`src/rtl/gen_wave_pkg.sv`:
```
`default_nettype none
// +----------------------------------------------------------------------+
// | gen_wave_pkg : shared types and sizing for the wave sweep controller  |
// | Rev 1.0                                                              |
// +----------------------------------------------------------------------+
package gen_wave_pkg;

   localparam int SIZE_DEPTH  = 1024;
   localparam int PHASE_W_DEF = $clog2(SIZE_DEPTH);

   typedef enum logic [1:0] {
      MODE_SINGLE_UP   = 2'b00,
      MODE_SINGLE_DOWN = 2'b01,
      MODE_PING_PONG   = 2'b10,
      MODE_REPEAT_UP   = 2'b11
   } sweep_mode_e;

   typedef enum logic [1:0] {
      ST_IDLE      = 2'd0,
      ST_DWELL     = 2'd1,
      ST_WAIT_WRAP = 2'd2
   } sweep_state_e;

endpackage
`default_nettype wire

```
`src/rtl/sweep_dwell_timer.sv`:
```
`default_nettype none
// +----------------------------------------------------------------------+
// | sweep_dwell_timer : loadable down-counter, expired while at zero      |
// | Rev 1.0                                                              |
// +----------------------------------------------------------------------+
module sweep_dwell_timer #(
   parameter int DWELL_W = 16
) (
   input  logic               i_clk,
   input  logic               i_rst,
   input  logic               i_load,
   input  logic [DWELL_W-1:0] i_load_val,
   input  logic               i_count,
   output logic               o_expired
);

   logic [DWELL_W-1:0] cnt_q;

   always_ff @(posedge i_clk) begin
      if (i_rst) begin
         cnt_q <= '0;
      end else if (i_load) begin
         cnt_q <= i_load_val;
      end else if (i_count && (cnt_q != '0)) begin
         cnt_q <= cnt_q - DWELL_W'(1);
      end
   end

   assign o_expired = (cnt_q == '0);

endmodule
`default_nettype wire

```
`src/rtl/wave_sweep_ctrl.sv`:
```
`default_nettype none
// +----------------------------------------------------------------------+
// | wave_sweep_ctrl : steps the wave-generator phase increment between   |
// | two bounds, one update per table wrap after a programmable dwell     |
// | Rev 1.0                                                              |
// +----------------------------------------------------------------------+
module wave_sweep_ctrl
   import gen_wave_pkg::*;
#(
   parameter int PHASE_W = PHASE_W_DEF,
   parameter int DWELL_W = 16
) (
   input  logic               i_clk,
   input  logic               i_rst,
   input  logic               i_start,
   input  logic               i_stop,
   input  logic [1:0]         i_mode,
   input  logic [PHASE_W-1:0] i_step_lo,
   input  logic [PHASE_W-1:0] i_step_hi,
   input  logic [PHASE_W-1:0] i_step_inc,
   input  logic [DWELL_W-1:0] i_dwell,
   input  logic               i_wrap,
   output logic [PHASE_W-1:0] o_phase_step,
   output logic               o_busy,
   output logic               o_done,
   output logic               o_dir,
   output logic               o_cfg_err
);

   sweep_state_e       state_q;
   sweep_mode_e        mode_q;
   logic [PHASE_W-1:0] lo_q, hi_q, inc_q, phase_q;
   logic [DWELL_W-1:0] dwell_q;
   logic               busy_q, done_q, dir_q, cfg_err_q;

   logic               cfg_bad, start_ok, wrap_take, terminal;
   logic               tmr_load, tmr_expired;
   logic [DWELL_W-1:0] tmr_src, tmr_val;
   logic [PHASE_W:0]   up_sum, dn_diff;
   logic [PHASE_W-1:0] up_val, dn_val, step_d;
   logic               dir_d;

   assign cfg_bad   = (i_step_lo > i_step_hi) || (i_step_inc == '0);
   assign start_ok  = (state_q == ST_IDLE) && i_start && !i_stop && !cfg_bad;
   assign wrap_take = (state_q == ST_WAIT_WRAP) && i_wrap && !i_stop;
   assign terminal  = dir_q ? (phase_q == lo_q) : (phase_q == hi_q);

   // Timer holds (dwell-1) so that expiry lands on the last held cycle; dwell 0 acts as 1.
   assign tmr_load = start_ok || wrap_take;
   assign tmr_src  = start_ok ? i_dwell : dwell_q;
   assign tmr_val  = (tmr_src == '0) ? '0 : tmr_src - DWELL_W'(1);

   sweep_dwell_timer #(
      .DWELL_W (DWELL_W)
   ) u_dwell_timer (
      .i_clk      (i_clk),
      .i_rst      (i_rst),
      .i_load     (tmr_load),
      .i_load_val (tmr_val),
      .i_count    ((state_q == ST_DWELL) && !i_stop),
      .o_expired  (tmr_expired)
   );

   // One extra bit catches both overshoot past hi and borrow below zero.
   assign up_sum  = {1'b0, phase_q} + {1'b0, inc_q};
   assign dn_diff = {1'b0, phase_q} - {1'b0, inc_q};
   assign up_val  = (up_sum > {1'b0, hi_q}) ? hi_q : up_sum[PHASE_W-1:0];
   assign dn_val  = (dn_diff[PHASE_W] || (dn_diff[PHASE_W-1:0] < lo_q)) ? lo_q
                                                                       : dn_diff[PHASE_W-1:0];

   always_comb begin
      dir_d  = dir_q;
      step_d = phase_q;
      if (terminal && (mode_q == MODE_PING_PONG)) begin
         dir_d = ~dir_q;
      end
      if (terminal && (mode_q == MODE_REPEAT_UP)) begin
         step_d = lo_q;
      end else begin
         step_d = dir_d ? dn_val : up_val;
      end
   end

   always_ff @(posedge i_clk) begin
      if (i_rst) begin
         state_q   <= ST_IDLE;
         mode_q    <= MODE_SINGLE_UP;
         lo_q      <= '0;
         hi_q      <= '0;
         inc_q     <= '0;
         dwell_q   <= '0;
         phase_q   <= '0;
         busy_q    <= 1'b0;
         done_q    <= 1'b0;
         dir_q     <= 1'b0;
         cfg_err_q <= 1'b0;
      end else begin
         done_q    <= 1'b0;
         cfg_err_q <= 1'b0;
         case (state_q)
            ST_IDLE: begin
               if (i_start && !i_stop) begin
                  if (cfg_bad) begin
                     cfg_err_q <= 1'b1;
                  end else begin
                     mode_q  <= sweep_mode_e'(i_mode);
                     lo_q    <= i_step_lo;
                     hi_q    <= i_step_hi;
                     inc_q   <= i_step_inc;
                     dwell_q <= i_dwell;
                     busy_q  <= 1'b1;
                     state_q <= ST_DWELL;
                     if (sweep_mode_e'(i_mode) == MODE_SINGLE_DOWN) begin
                        phase_q <= i_step_hi;
                        dir_q   <= 1'b1;
                     end else begin
                        phase_q <= i_step_lo;
                        dir_q   <= 1'b0;
                     end
                  end
               end
            end
            ST_DWELL: begin
               if (i_stop) begin
                  busy_q  <= 1'b0;
                  state_q <= ST_IDLE;
               end else if (tmr_expired) begin
                  if (terminal && ((mode_q == MODE_SINGLE_UP) ||
                                   (mode_q == MODE_SINGLE_DOWN))) begin
                     done_q  <= 1'b1;
                     busy_q  <= 1'b0;
                     state_q <= ST_IDLE;
                  end else begin
                     state_q <= ST_WAIT_WRAP;
                  end
               end
            end
            ST_WAIT_WRAP: begin
               if (i_stop) begin
                  busy_q  <= 1'b0;
                  state_q <= ST_IDLE;
               end else if (i_wrap) begin
                  phase_q <= step_d;
                  dir_q   <= dir_d;
                  state_q <= ST_DWELL;
               end
            end
            default: begin
               busy_q  <= 1'b0;
               state_q <= ST_IDLE;
            end
         endcase
      end
   end

   assign o_phase_step = phase_q;
   assign o_busy       = busy_q;
   assign o_done       = done_q;
   assign o_dir        = dir_q;
   assign o_cfg_err    = cfg_err_q;

endmodule
`default_nettype wire

```
`config.mk`:
```
export PLATFORM = sky130hd
export DESIGN_NAME = wave_sweep_ctrl
export DESIGN_NICKNAME = d
export VERILOG_FILES = /design/src/rtl/gen_wave_pkg.sv /design/src/rtl/sweep_dwell_timer.sv /design/src/rtl/wave_sweep_ctrl.sv
export SDC_FILE = /design/constraint.sdc
export NUM_CORES = 1
export LEC_CHECK = 0
export CAP_MARGIN = 20
export CELL_PAD_IN_SITES_DETAIL_PLACEMENT = 0
export CELL_PAD_IN_SITES_GLOBAL_PLACEMENT = 2
export CORE_ASPECT_RATIO = 2
export CORE_UTILIZATION = 33
export CTS_BUF_LIST = sky130_fd_sc_hd__clkbuf_4 sky130_fd_sc_hd__clkbuf_8 sky130_fd_sc_hd__clkbuf_16
export CTS_CLUSTER_SIZE = 30
export DETAILED_ROUTE_END_ITERATION = 12
export GPL_ROUTABILITY_DRIVEN = 0
export PLACE_DENSITY_LB_ADDON = 0.1
export REMOVE_ABC_BUFFERS = 1
export SYNTH_ARGS = -nofsm -noshare
export SYNTH_HDL_FRONTEND = slang
export SYNTH_SLANG_ARGS = --single-unit
```
`constraint.sdc`:
```
create_clock -name i_clk -period 5.7 [get_ports i_clk]
set_input_delay 1.14 -clock i_clk [delete_from_list [all_inputs] [get_ports i_clk]]
set_output_delay 1.14 -clock i_clk [all_outputs]
set_load 0.02 [all_outputs]
```
==> impl_table.tex, run 1 <==
\begin{tabular}{lr}
\hline
Metric & Value \\
\hline
\multicolumn{2}{l}{\textbf{Detailed routing}} \\
Average routed wire per standard cell & 19.1 um \\
Wirelength, routed & 22,800 um \\
Via Count & 6,480 \\
Post-detailed-route count of antenna-violating nets & 0 \\
Total DRC errors in the routed layout & 0 \\
Total iterations of the first detailed-routing run & 5 \\
Average vias per placed instance & 5.41 \\
Number of DRC markers in iteration 0 & 245 \\
\multicolumn{2}{l}{\textbf{Critical path}} \\
Req. time, crit path & 5910 ps \\
Series of cell instances along the critical path & clkdlybuf4s50\_1, inv\_1, ha\_1, a21o\_1, a21o\_1, a221oi\_1, a21oi\_1, nor2\_4, mux2i\_1, ha\_1, nand3\_1, nor3\_1, nor4bb\_1, o21ai\_0, o211a\_2, a211oi\_1, nor3\_1 \\
Highest net fanout along the worst path & 17 \\
Slowest library cell on the worst path & sky130\_fd\_sc\_hd\_\_clkdlybuf4s50\_1 \\
Flop-to-flop setup slack & 840 ps \\
Crit. End Element & flop \\
Critical Path Source Type & input pin \\
Critical path buffers and inverters & 2 \\
Type of the worst setup path & input pin to flop \\
Critical Path AT & 5490 ps \\
Worst path top cell family by delay & compound AO/OA/AOI/OAI gates \\
Delay of the slowest critical-path stage & 490 ps \\
\multicolumn{2}{l}{\textbf{Final layout}} \\
Share of layout cells above drive strength 1 & 0.0605 \\
Nets@finish & 1,043 \\
N\_diodes & 0 \\
Share of the core filled with cells in the final layout & 0.405 \\
Synthesis-to-finish area growth & 19.4\% \\
\multicolumn{2}{l}{\textbf{Global routing}} \\
Highest-utilization routing layer at the global route stage & met2 \\
Initial antenna violation count & 0 \\
GR met2 Demand/Resource & 0.488 \\
GRT Overall Usage & 0.235 \\
Vias in the first global route & 6,580 \\
Grt ovf & 0 \\
Wire length of the first global-routing pass & 35,000 um \\
Largest net degree at the start of global routing & 59 \\
Global-route track usage on met3 & 0.0234 \\
Global-route track usage on met1 & 0.214 \\
\multicolumn{2}{l}{\textbf{Power and ir drop}} \\
Net switching share of the total power & 0.377 \\
Worst VDD drop & 0.126 mV \\
Net switching power & 0.000807 W \\
Clock share of power & 0.301 \\
Design internal power & 0.00133 W \\
Part of the power in combinational logic & 0.399 \\
Power density over the cells & 279 nW/um\^{}2 \\
Leak pwr & 2.90 nW \\
Sequential share of power & 0.300 \\
\multicolumn{2}{l}{\textbf{Die}} \\
Initial Utilization & 0.339 \\
Boundary Pins & 67 \\
Die boundary height & 199 um \\
Area of the core region & 18,900 um\^{}2 \\
Die Wd & 101 um \\
Num rows & 71 \\
Die Area & 20,000 um\^{}2 \\
\multicolumn{2}{l}{\textbf{Timing}} \\
Final setup vio count & 0 \\
Relative slew margins & 0.373 \\
Number of max-slew violations in the final report & 0 \\
Final hold violation count & 0 \\
RSZ-0062 raised after global routing & no \\
Shortest clock period the worst path allows after layout & 5280 ps \\
FMAX & 189 MHz \\
Post-route clock period utilization & 0.927 \\
Tightest hold margin & 480 ps \\
Worst clock skew & 10.3 ps \\
Slew at the pin closest to its max-slew limit & 914 ps \\
\multicolumn{2}{l}{\textbf{CTS}} \\
Clock insertion delay at the later pin of the skew report & 360 ps \\
Number of buffers inserted during clock tree synthesis & 9 \\
Root buffer cell & sky130\_fd\_sc\_hd\_\_clkbuf\_16 \\
Total of cells resized after clock tree synthesis & 0 \\
Post-CTS setup buffer count & 0 \\
CTS tree & built \\
Sinks on the clock net & 80 \\
Number of H-tree branching levels & 3 \\
Buffers from clock root to sink, at most & 2 \\
Clock slew at the register clock pins of the worst setup and hold paths & 70 ps \\
Hold-fix buffers, CTS & 0 \\
\multicolumn{2}{l}{\textbf{Logic synthesis}} \\
Number of instances in the synthesized netlist & 887 \\
Cell with the most instances after synthesis & sky130\_fd\_sc\_hd\_\_nand2\_1 \\
Number of synthesized register bits & 80 \\
Proportion of netlist area held by the largest area contributor & 0.250 \\
Leading post-synthesis cells by instance count & 142 x sky130\_fd\_sc\_hd\_\_nand2\_1, 90 x sky130\_fd\_sc\_hd\_\_a21oi\_1, 80 x sky130\_fd\_sc\_hd\_\_dfxtp\_1, 77 x sky130\_fd\_sc\_hd\_\_nor2\_1, 67 x sky130\_fd\_sc\_hd\_\_inv\_1 \\
Portion of the post-synthesis area used by sequential elements & 0.250 \\
Ranking of synthesized cells by area & sky130\_fd\_sc\_hd\_\_dfxtp\_1 25\%, sky130\_fd\_sc\_hd\_\_ha\_1 9.9\%, sky130\_fd\_sc\_hd\_\_nand2\_1 8.3\%, sky130\_fd\_sc\_hd\_\_a21oi\_1 7.0\%, sky130\_fd\_sc\_hd\_\_nor2\_1 4.5\% \\
Library cells used by synthesis & 64 \\
Synthesized area divided by synthesized cell count & 7.23 um\^{}2 \\
Cell type with the highest aggregate area in the netlist & sky130\_fd\_sc\_hd\_\_dfxtp\_1 \\
Number of enable-type register cells in the synthesized netlist & 0 \\
Share of flip-flops with an asynchronous set or reset & 0 \\
Post-synthesis cell area & 6420 um\^{}2 \\
Leading register cell type out of synthesis & sky130\_fd\_sc\_hd\_\_dfxtp\_1 \\
Total number of yosys warnings & 0 \\
\multicolumn{2}{l}{\textbf{Flow run}} \\
Max-cap viol count & 0 \\
\multicolumn{2}{l}{\textbf{Run status}} \\
Outcome & finished clean \\
\multicolumn{2}{l}{\textbf{Placement}} \\
Number of I/O port buffers & 66 \\
Post-DP HPWL & 18,300 um \\
\multicolumn{2}{l}{\textbf{Hold path}} \\
HP Class & flop to flop \\
\hline
\end{tabular}
## metal layers
layer / share of wire / routed length [um]
met1: 0.34 / 7780
met2: 0.59 / 13400
met3: 0.023 / 519
met4: 0.051 / 1160
met5: 0 / 0
## through the flow
step                cell area (um^2)  worst slack, ps  total power, W  cells  TNS, ps
detailed placement              7340            -68.7         0.00150   1181     -357
CTS                             7660              294         0.00216   1197        0
finish                          7660              416         0.00214   1197        0
global placement                7330              103         0.00150   1180        0
global route                    7660              139         0.00227   1197        0
floorplan                       6230             -746         0.00120    844   -11410
## worst register-to-register path, cell delays in order (launching register included)
cell and delay [ps]:
sky130_fd_sc_hd__dfxtp_1 430, sky130_fd_sc_hd__inv_1 120, sky130_fd_sc_hd__ha_1 250, sky130_fd_sc_hd__fa_1 410, sky130_fd_sc_hd__nand2b_1 200, sky130_fd_sc_hd__a21oi_1 390
sky130_fd_sc_hd__o21ai_0 190, sky130_fd_sc_hd__nor2b_1 180, sky130_fd_sc_hd__xnor2_1 360, sky130_fd_sc_hd__inv_1 80, sky130_fd_sc_hd__ha_1 280, sky130_fd_sc_hd__o221ai_1 220
sky130_fd_sc_hd__o21a_1 250, sky130_fd_sc_hd__or3_1 470, sky130_fd_sc_hd__a32oi_2 530, sky130_fd_sc_hd__o211ai_1 180, sky130_fd_sc_hd__a211oi_1 230
## layout by cell type, fill, tap and decap left out, types with 17 or more instances in the layout
cell type and n:
sky130_fd_sc_hd__a21oi_1 90, sky130_fd_sc_hd__clkdlybuf4s50_1 65, sky130_fd_sc_hd__dfxtp_1 80, sky130_fd_sc_hd__ha_1 51, sky130_fd_sc_hd__inv_1 67, sky130_fd_sc_hd__mux2i_1 17
sky130_fd_sc_hd__nand2_1 142, sky130_fd_sc_hd__nor2_1 76, sky130_fd_sc_hd__nor3_1 42, sky130_fd_sc_hd__o21ai_0 29, sky130_fd_sc_hd__xnor2_1 31, sky130_fd_sc_hd__xor2_1 17
## flip-flops by register name, summed over array words and instances, names as in the netlist, 2 cells and up
register             cells
o_phase_step            10
lo_q                    10
hi_q                    10
state_q                  2
u_dwell_timer.cnt_q     16
dwell_q                 16
mode_q                   2
inc_q                   10
## worst paths after layout
| kind | from | to | cells after the start |
|---|---|---|---|
| max | i_step_hi[7] | u_dwell_timer.cnt_q[15] | 17 |
| min | inc_q[7] | inc_q[7] | 2 |
| max reg2reg | o_phase_step[0] | o_phase_step[6] | 16 |
| min reg2reg | inc_q[7] | inc_q[7] | 2 |
## layout make-up
cell class,instances,area [um^2]
Timing Repair Buffer,82,776
Fill cell,2004,11300
Multi-Input combinational cell,697,4390
Inverter,67,251
Sequential cell,80,1600
Clock buffer,11,240
Clock inverter,5,81.3
Tap cell,255,319
## cell families (layout without fill, tap and decap cells)
| logic type | Yosys count | after routing | synth area share |
|---|---|---|---|
| compound gates | 219 | 219 | 0.218 |
| buf+inv | 110 | 165 | 0.0684 |
| simple gates | 358 | 358 | 0.262 |
| mux | 18 | 18 | 0.0283 |
| flops | 80 | 80 | 0.250 |
| fa+ha+maj | 53 | 53 | 0.106 |
| xor+xnor | 49 | 49 | 0.0680 |
## power groups by stage
stage	combinational (W)	clock (W)	sequential, W
final	0.000853	0.000643	0.000642
after global routing	0.000948	0.000677	0.000647
after CTS	0.000857	0.000658	0.000643
after detailed placement	0.000849	0	0.000655
after global placement	0.000842	0	0.000654
after floorplan	0.000554	0	0.000648
No activity file was read; power rests on OpenSTA's default activity.
==> run 2: changes to the inputs <==
- GPL_ROUTABILITY_DRIVEN: 0 -> default
==> impl_table.tex, run 2 (same netlist as run 1, synthesis figures left out) <==
\begin{tabular}{lr}
\hline
Metric & Value \\
\hline
\multicolumn{2}{l}{\textbf{Critical path}} \\
Depth of the worst register-to-register path & 16 \\
Critical Path Source Type & input pin \\
Highest net fanout along the worst path & 17 \\
Req. time, crit path & 5900 ps \\
Type of the worst setup path & input pin to flop \\
Crit. End Element & flop \\
Critical Path AT & 5490 ps \\
\multicolumn{2}{l}{\textbf{Timing}} \\
RSZ-0062 raised after global routing & no \\
Relative slew margins & 0.348 \\
Final setup vio count & 0 \\
Sum Neg Setup Slack & 0 ps \\
Final hold violation count & 0 \\
Post-route clock period utilization & 0.929 \\
Shortest clock period the worst path allows after layout & 5290 ps \\
Number of max-slew violations in the final report & 0 \\
Slew at the pin closest to its max-slew limit & 951 ps \\
Tightest hold margin & 481 ps \\
Worst clock skew & 10.1 ps \\
FMAX & 189 MHz \\
\multicolumn{2}{l}{\textbf{Flow run}} \\
Max-cap viol count & 0 \\
\multicolumn{2}{l}{\textbf{Final layout}} \\
Share of layout cells above drive strength 1 & 0.0595 \\
Share of the core filled with cells in the final layout & 0.406 \\
Most common library cell in the layout ignoring fill and taps & sky130\_fd\_sc\_hd\_\_nand2\_1 \\
Synthesis-to-finish area growth & 19.6\% \\
Nets@finish & 1,044 \\
Top library cells by usage in the layout, fill and taps aside & 142 x sky130\_fd\_sc\_hd\_\_nand2\_1, 90 x sky130\_fd\_sc\_hd\_\_a21oi\_1, 80 x sky130\_fd\_sc\_hd\_\_dfxtp\_1 \\
Filler-free cell count of the finished design & 1,196 \\
Largest regs & dwell\_q x16, u\_dwell\_timer.cnt\_q x16 \\
N\_diodes & 0 \\
Final std cell area, no fill & 7670 um\^{}2 \\
\multicolumn{2}{l}{\textbf{CTS}} \\
Root buffer cell & sky130\_fd\_sc\_hd\_\_clkbuf\_16 \\
CTS tree & built \\
Post-CTS setup buffer count & 0 \\
Clock slew at the register clock pins of the worst setup and hold paths & 60 ps \\
Buffers from clock root to sink, at most & 2 \\
Number of H-tree branching levels & 3 \\
Clock insertion delay at the later pin of the skew report & 350 ps \\
Number of buffers inserted during clock tree synthesis & 9 \\
Sinks on the clock net & 80 \\
\multicolumn{2}{l}{\textbf{Power and ir drop}} \\
Worst VDD drop & 0.188 mV \\
Net switching share of the total power & 0.372 \\
Net switching power & 0.000811 W \\
Design internal power & 0.00137 W \\
Leak pwr & 2.91 nW \\
Part of the power in combinational logic & 0.394 \\
Power density over the cells & 284 nW/um\^{}2 \\
Sequential share of power & 0.295 \\
Clock share of power & 0.311 \\
\multicolumn{2}{l}{\textbf{Hold path}} \\
Worst Hold Path Cells & 2 \\
HP Class & flop to flop \\
\multicolumn{2}{l}{\textbf{Global routing}} \\
Grt ovf & 0 \\
Vias in the first global route & 6,663 \\
Largest net degree at the start of global routing & 59 \\
Wire length of the first global-routing pass & 35,800 um \\
GRT Overall Usage & 0.239 \\
Initial antenna violation count & 0 \\
\multicolumn{2}{l}{\textbf{Detailed routing}} \\
Wirelength, routed & 23,100 um \\
Number of DRC markers in iteration 0 & 269 \\
Total DRC errors in the routed layout & 0 \\
Total iterations of the first detailed-routing run & 4 \\
Average routed wire per standard cell & 19.3 um \\
Average vias per placed instance & 5.41 \\
Via Count & 6,466 \\
Post-detailed-route count of antenna-violating nets & 0 \\
\multicolumn{2}{l}{\textbf{Placement}} \\
Post-DP HPWL & 18,400 um \\
Number of I/O port buffers & 66 \\
Placed Cells incl. Taps & 1,182 \\
Post-placement cell area & 7350 um\^{}2 \\
Final Wtd Congestion & 0.862 \\
\multicolumn{2}{l}{\textbf{Die}} \\
Num rows & 71 \\
Area of the core region & 18,900 um\^{}2 \\
Die Area & 20,000 um\^{}2 \\
Boundary Pins & 67 \\
Initial Utilization & 0.339 \\
Die Wd & 101 um \\
Die boundary height & 199 um \\
\multicolumn{2}{l}{\textbf{Run status}} \\
Outcome & finished clean \\
\hline
\end{tabular}
[run 2: changes by cell type in the layout (fill, tap and decap cells not counted), sizes merged]
| cell | before | now |
|---|---|---|
| bufinv | 2 | 3 |
| buf | 17 | 18 |
| clkinvlp | 1 | 0 |
| clkbuf | 11 | 10 |
| clkinv | 2 | 1 |
[run 2: worst max-delay path, stage by stage]
cell,delay [ps]
sky130_fd_sc_hd__clkdlybuf4s50_1,490
sky130_fd_sc_hd__inv_1,60
sky130_fd_sc_hd__ha_1,400
sky130_fd_sc_hd__a21o_1,200
sky130_fd_sc_hd__a21o_1,160
sky130_fd_sc_hd__a221oi_1,290
sky130_fd_sc_hd__a21oi_1,180
sky130_fd_sc_hd__nor2_4,270
sky130_fd_sc_hd__mux2i_1,320
sky130_fd_sc_hd__ha_1,290
sky130_fd_sc_hd__nand3_1,170
sky130_fd_sc_hd__nor3_1,360
sky130_fd_sc_hd__nor4bb_1,370
sky130_fd_sc_hd__o21ai_0,150
sky130_fd_sc_hd__o211a_2,290
sky130_fd_sc_hd__a211oi_1,260
sky130_fd_sc_hd__nor3_1,80
[run 2: per-stage QoR]
stage | power (W) | worst slack (ps)
global route | 0.00231 | 98.3
CTS | 0.00220 | 294
detailed placement | 0.00151 | -54.1
global placement | 0.00150 | 81.1
floorplan | 0.00120 | -746
finish | 0.00218 | 407
[run 2: path summary, 6_finish.rpt]
kind / start / endpoint / slack, ps
max: i_step_hi[7] / u_dwell_timer.cnt_q[15] / 410
min: inc_q[8] / inc_q[8] / 480
max reg2reg: o_phase_step[0] / o_phase_step[2] / 880
min reg2reg: inc_q[8] / inc_q[8] / 480
[run 2: power groups by stage]
stage / registers (W) / logic (W) / clock network, W
floorplan: 0.000648 / 0.000554 / 0
global placement: 0.000654 / 0.000844 / 0
detailed placement: 0.000655 / 0.000853 / 0
CTS: 0.000642 / 0.000860 / 0.000695
global route: 0.000648 / 0.000950 / 0.000711
finish: 0.000643 / 0.000857 / 0.000678
[run 2: metal layers]
metal  wire (um)  global-route usage
met5           0                   0
met2       13300               0.482
met1        7880               0.217
met3         597              0.0273
met4        1350               0.154
[run 2: timing repair]
item	4_1_cts	5_1_grt
endpoints found under the hold margin	0	0
hold buffers	0	0
resized for setup	0	1
setup endpoints to repair	0	9
[run 2: area by class of cell]
class	count	area, um^2
Clock buffer	10	233
Tap cell	255	319
Multi-Input combinational cell	697	4390
Clock inverter	4	95.1
Sequential cell	80	1600
Timing Repair Buffer	83	783
Inverter	67	251
Fill cell	1992	11200
